==> src/rtl/prog_counter_pkg.sv <==
// Shared types for the programmable counter: end-of-count mode and count direction.
package prog_counter_pkg;

  typedef enum logic [1:0] {
    ModeWrap     = 2'd0,
    ModeOneShot  = 2'd1,
    ModeSaturate = 2'd2,
    ModeRsvd     = 2'd3
  } mode_e;

  typedef enum logic {
    DirUp   = 1'b0,
    DirDown = 1'b1
  } dir_e;

endpackage

==> src/rtl/prog_counter_if.sv <==
// Control/status bundle of prog_counter; clk and a_rst stay as plain ports.
interface prog_counter_if
  import prog_counter_pkg::*;
#(
  parameter int unsigned WIDTH = 8,
  parameter int unsigned DIV_W = 4
);

  logic             reset;
  logic             en;
  mode_e            mode;
  dir_e             dir;
  logic             load;
  logic [WIDTH-1:0] load_val;
  logic [WIDTH-1:0] limit;
  logic [DIV_W-1:0] div;
  logic [WIDTH-1:0] count;
  logic             done;
  logic             wrap;

  modport master (
    output reset, en, mode, dir, load, load_val, limit, div,
    input  count, done, wrap
  );

  modport slave (
    input  reset, en, mode, dir, load, load_val, limit, div,
    output count, done, wrap
  );

endinterface

==> src/rtl/prog_counter_tick_divider.sv <==
// Prescaler: emits one tick every div+1 enabled cycles; clear discards any partial count.
module tick_divider #(
  parameter int unsigned DIV_W = 4
) (
  input  logic             clk,
  input  logic             a_rst,
  input  logic             clear,
  input  logic             en,
  input  logic [DIV_W-1:0] div,
  output logic             tick
);

  logic [DIV_W-1:0] pcnt_q, pcnt_d;

  // Tick on reaching div, or on all-ones if div was lowered below the running count.
  always_comb begin
    tick   = en & ~clear & ((pcnt_q == div) | (pcnt_q == {DIV_W{1'b1}}));
    pcnt_d = pcnt_q;
    if (clear || tick) begin
      pcnt_d = '0;
    end else if (en) begin
      pcnt_d = pcnt_q + DIV_W'(1);
    end
  end

  // Prescaler state.
  always_ff @(posedge clk or posedge a_rst) begin
    if (a_rst) begin
      pcnt_q <= '0;
    end else begin
      pcnt_q <= pcnt_d;
    end
  end

endmodule

==> src/rtl/prog_counter.sv <==
// Programmable up/down counter with prescaler and wrap / one-shot / saturate end-of-count.
module prog_counter
  import prog_counter_pkg::*;
#(
  parameter int unsigned WIDTH = 8,
  parameter int unsigned DIV_W = 4
) (
  input logic          clk,
  input logic          a_rst,
  prog_counter_if.slave bus
);

  logic             tick;
  logic             terminal;
  logic [WIDTH-1:0] count_q;
  logic             done_q;
  logic             wrap_q;
  logic             frozen_q;

  tick_divider #(
    .DIV_W (DIV_W)
  ) u_tick_divider (
    .clk   (clk),
    .a_rst (a_rst),
    .clear (bus.reset | bus.load),
    .en    (bus.en),
    .div   (bus.div),
    .tick  (tick)
  );

  // Terminal depends on the direction sampled at this tick.
  always_comb begin
    terminal = 1'b0;
    if (bus.dir == DirDown) begin
      terminal = (count_q == '0);
    end else begin
      terminal = (count_q >= bus.limit);
    end
  end

  // Count, flags and one-shot freeze; wrap defaults low so it only pulses.
  always_ff @(posedge clk or posedge a_rst) begin
    if (a_rst) begin
      count_q  <= '0;
      done_q   <= 1'b0;
      wrap_q   <= 1'b0;
      frozen_q <= 1'b0;
    end else if (bus.reset) begin
      count_q  <= '0;
      done_q   <= 1'b0;
      wrap_q   <= 1'b0;
      frozen_q <= 1'b0;
    end else if (bus.load) begin
      count_q  <= bus.load_val;
      done_q   <= 1'b0;
      wrap_q   <= 1'b0;
      frozen_q <= 1'b0;
    end else begin
      wrap_q <= 1'b0;
      if (tick && !frozen_q) begin
        if (!terminal) begin
          // Moving off terminal (saturate after a direction flip) drops done.
          done_q <= 1'b0;
          if (bus.dir == DirDown) begin
            count_q <= count_q - WIDTH'(1);
          end else begin
            count_q <= count_q + WIDTH'(1);
          end
        end else begin
          case (bus.mode)
            ModeOneShot: begin
              done_q   <= 1'b1;
              frozen_q <= 1'b1;
            end
            ModeSaturate: begin
              done_q <= 1'b1;
            end
            default: begin
              wrap_q  <= 1'b1;
              count_q <= (bus.dir == DirDown) ? bus.limit : '0;
            end
          endcase
        end
      end
    end
  end

  assign bus.count = count_q;
  assign bus.done  = done_q;
  assign bus.wrap  = wrap_q;

endmodule

==> src/flat_wrapper.sv <==
// flat-port wrapper written by rule: the top's interface ports become plain ports
module prog_counter_flat import prog_counter_pkg::*;
#(
  parameter int unsigned WIDTH = 8,
  parameter int unsigned DIV_W = 4
)
  (clk, a_rst, bus_reset, bus_en, bus_mode, bus_dir, bus_load, bus_load_val, bus_limit, bus_div, bus_count, bus_done, bus_wrap);
  prog_counter_if #(.WIDTH(WIDTH), .DIV_W(DIV_W)) bus_i ();
  input logic clk;
  input logic a_rst;
  input wire logic [$bits(bus_i.reset)-1:0] bus_reset;
  input wire logic [$bits(bus_i.en)-1:0] bus_en;
  input wire logic [$bits(bus_i.mode)-1:0] bus_mode;
  input wire logic [$bits(bus_i.dir)-1:0] bus_dir;
  input wire logic [$bits(bus_i.load)-1:0] bus_load;
  input wire logic [$bits(bus_i.load_val)-1:0] bus_load_val;
  input wire logic [$bits(bus_i.limit)-1:0] bus_limit;
  input wire logic [$bits(bus_i.div)-1:0] bus_div;
  output wire logic [$bits(bus_i.count)-1:0] bus_count;
  output wire logic [$bits(bus_i.done)-1:0] bus_done;
  output wire logic [$bits(bus_i.wrap)-1:0] bus_wrap;
  assign bus_i.reset = bus_reset;
  assign bus_i.en = bus_en;
  assign bus_i.mode = bus_mode;
  assign bus_i.dir = bus_dir;
  assign bus_i.load = bus_load;
  assign bus_i.load_val = bus_load_val;
  assign bus_i.limit = bus_limit;
  assign bus_i.div = bus_div;
  assign bus_count = bus_i.count;
  assign bus_done = bus_i.done;
  assign bus_wrap = bus_i.wrap;
  prog_counter #(.WIDTH(WIDTH), .DIV_W(DIV_W)) u_core (.clk(clk), .a_rst(a_rst), .bus(bus_i));
endmodule
==> config.mk <==
export PLATFORM = sky130hd
export DESIGN_NAME = prog_counter_flat
export DESIGN_NICKNAME = d
export VERILOG_FILES = /design/src/rtl/prog_counter_pkg.sv /design/src/rtl/prog_counter_if.sv /design/src/rtl/prog_counter_tick_divider.sv /design/src/rtl/prog_counter.sv /design/src/flat_wrapper.sv
export SDC_FILE = /design/constraint.sdc
export NUM_CORES = 1
export LEC_CHECK = 0
export CAP_MARGIN = 20
export CORE_MARGIN = 10
export CORE_UTILIZATION = 53
export DETAILED_ROUTE_END_ITERATION = 6
export PLACE_DENSITY_LB_ADDON = 0.3
export SYNTH_ARGS = -nofsm -noshare
export SYNTH_HDL_FRONTEND = slang
export SYNTH_SLANG_ARGS = --single-unit
==> constraint.sdc <==
create_clock -name clk -period 4.4 [get_ports clk]
set_clock_uncertainty 0.05 [all_clocks]
set_input_delay 0.66 -clock clk [delete_from_list [all_inputs] [get_ports clk]]
set_output_delay 0.66 -clock clk [all_outputs]
set_load 0.01 [all_outputs]
==> flow_summary.yaml <==
routing:
  first_pass_iters: 4
  avgRoutedWirePerCell_um: 16.8
  route.detailed.drc: 0
  vias: 1402
  drtIter0Drc: 85
  totalWireLength_um: 3940
  drtAntennaViolNets: 0
  vias_per_cell: 5.99
clock_tree:
  clkTransAtPathRegs_ps: 90
  clk_latency_ps: 290
  htreeDepth: 1
  clockBufferDepth: 2
  cts_tree: "built"
  ctsHoldBuffers: 0
  cts_root_buf: "clkbuf_4"
  numCtsBuffers: 3
  postCtsSetupRepairBufs: 0
  cts_sinks: 15
  cts_resized: 0
placement:
  place_hpwl_um: 3190
  place_area_um2: 1880
  portBuffers: 37
  gp_congestion: 0.871
grt:
  first_global_vias: 1395
  grt_pass1_wl_um: 6670
  grt.overflow.total: 0
  antenna_found_initial: 0
  grt_max_degree: 20
  grt_usage: 0.148
critical_path:
  crit_path_start: "bus_dir"
  critPathCaptureType: "register"
  rrSetupSlack_ps: 1760
  start_kind: "primary input"
  crit_end: "u_core.bus.count[1]$_DFFE_PP0P_"
  crit_fanout: 11
  r2r-end: "u_core.bus.count[4]$_DFFE_PP0P_"
  worstPathRequired_ps: 4530
  rr_startpoint: "u_core.bus.count[0]$_DFFE_PP0P_"
  worst-setup-path-type: "in -> reg"
  cp.arrival_ps: 3150
  r2r_cells: 8
logic_synthesis:
  ys_seq_elements: 15
  yosys-top-cells-area: "dfrtp_1, ha_1, inv_1"
  synth_cell_types: 40
  synth_top_area_frac: 0.247
  syn_inst: 166
  synthesis.nets: 211
  avgSynthCellArea_um2: 9.16
  async_flop_share: 1.00
  ys.warnings.count: 0
  synth_seq_area_share: 0.247
  synth_edf_count: 0
  synth_area_um2: 1520
  yosysTopAreaCell: "dfrtp_1"
  ys.flop_type: "dfrtp_1"
power_and_ir_drop:
  p_per_area_nw_per_um2: 273
  swShare: 0.389
  internal_power_uw: 318
  ir_drop_v: 0.000206
  cellLeakagePower_nw: 0.877
  switchingPower_uw: 203
  pwr-share-seq: 0.334
  pwr-share-clk: 0.155
  pwr-share-comb: 0.510
sta:
  fin_tns_setup_ps: 0
  drv_slew: 0
  max_slew.worst_pin.slew_ps: 611
  fmax_mhz: 331
  relSlewSlack: 0.591
  setup_viol: 0
  grt_setup_unrepaired: "false"
  fin_crit_sh: 0.688
  finalHoldViolCount: 0
  final.min_clock_period_ps: 3030
cells_and_area:
  nets: 249
  fillers: 225
  multi_input_area_um2: 1020
  post-route-cell-area_um2: 1900
  drive_gt1_frac: 0.0788
  layout_common_cells: "clkdlybuf4s50_1, inv_1, ha_1"
  area_delta_synth_final_pct: 25.3
  layout_commonest_cell: "clkdlybuf4s50_1"
  antennaDiodeCount: 0
  regArea_um2: 375
status:
  status: "completed"
floorplan:
  core-area_um2: 2760
  die_y_um: 73.6
  dieArea_um2: 5410
  rows: 19
  fp.dieW_um: 73.6
  pin_count: 38
  start_util: 0.551
min_path:
  hp-class: "reg -> reg"
  hold_start: "u_core.bus.done$_DFFE_PP0P_"
job:
  max-cap-violations: 0
==> power by group through the flow <==
stage	Clock (mW)	Combinational, mW	Sequential (mW)
after CTS	0.0814	0.266	0.174
after floorplan	0	0.174	0.175
after detailed placement	0	0.264	0.176
after global placement	0	0.256	0.177
final	0.0808	0.266	0.174
after global routing	0.0862	0.294	0.176
==> flip-flops by register name, indices dropped and copies added, names as in the netlist <==
name,flops
u_core.bus.count,8
u_core.bus.done,1
u_core.bus.wrap,1
u_core.frozen_q,1
u_core.u_tick_divider.pcnt_q,4
==> cell usage after synthesis (2+ instances only) <==
cell	count
nor2_1	10
xor2_1	7
a221o_1	2
o21ai_1	4
a221oi_1	4
clkbuf_8	3
o21bai_1	2
ha_1	16
a31oi_1	2
o2bb2ai_1	3
dfrtp_1	15
xnor2_1	5
a21o_1	4
nor2b_1	5
nand2_1	8
a21oi_1	12
mux2_4	4
nand3_1	2
a211oi_1	5
o21ai_0	10
nor3_1	5
inv_1	20
==> area by class of cell <==
class                   instances  share of cell area
repair buffers                 37               0.194
well taps                      31              0.0204
clock inverters                 1             0.00263
flip-flops and latches         15               0.197
multi-input cells             127               0.534
inverters                      20              0.0394
clock buffers                   3              0.0118
==> cells by family after synthesis <==
family | count (synthesis) | share of synthesized area
AO/OA/AOI/OAI | 55 | 0.272
flip-flops | 15 | 0.247
AND/OR/NAND/NOR | 38 | 0.137
buffers and inverters | 24 | 0.0839
XOR/XNOR | 12 | 0.0691
adder cells (fa/ha/maj) | 17 | 0.145
multiplexers | 5 | 0.0461
==> critical path, cell delays in order <==
cell,delay [ps]
clkdlybuf4s50_1,750
nor4b_2,290
and4b_1,460
a21oi_4,120
o311ai_4,380
nand2_4,160
mux2_4,340
==> routing by layer <==
metal	vias up	routed length, um	global-route usage
met4	0	52	0.0393
li1	679	-	-
met3	4	217	0.0323
met2	45	1910	0.254
met5	-	0	0
met1	674	1760	0.182
==> how the worst min path moves through the flow <==
| stage | depth (start not counted) | to |
|---|---|---|
| 5_1_grt | 1 | u_core.bus.done$_DFFE_PP0P_ |
| 2_1_floorplan | 2 | u_core.frozen_q$_DFFE_PP0P_ |
| 3_5_place_dp | 1 | u_core.bus.done$_DFFE_PP0P_ |
| 3_3_place_gp | 2 | u_core.frozen_q$_DFFE_PP0P_ |
| 6_report | 1 | u_core.bus.done$_DFFE_PP0P_ |
| 4_1_cts | 1 | u_core.bus.done$_DFFE_PP0P_ |
==> per-stage QoR <==
stage	instances	util	hold slack (ps)	setup slack, ps	power (mW)
floorplan	166	-	465	1910	0.349
global placement	230	0.681	492	1200	0.432
detailed placement	230	0.681	496	1090	0.440
CTS	234	0.691	518	1390	0.521
global route	234	0.691	529	1240	0.556
finish	234	0.691	510	1370	0.521
No activity file was read; power rests on OpenSTA's default activity.
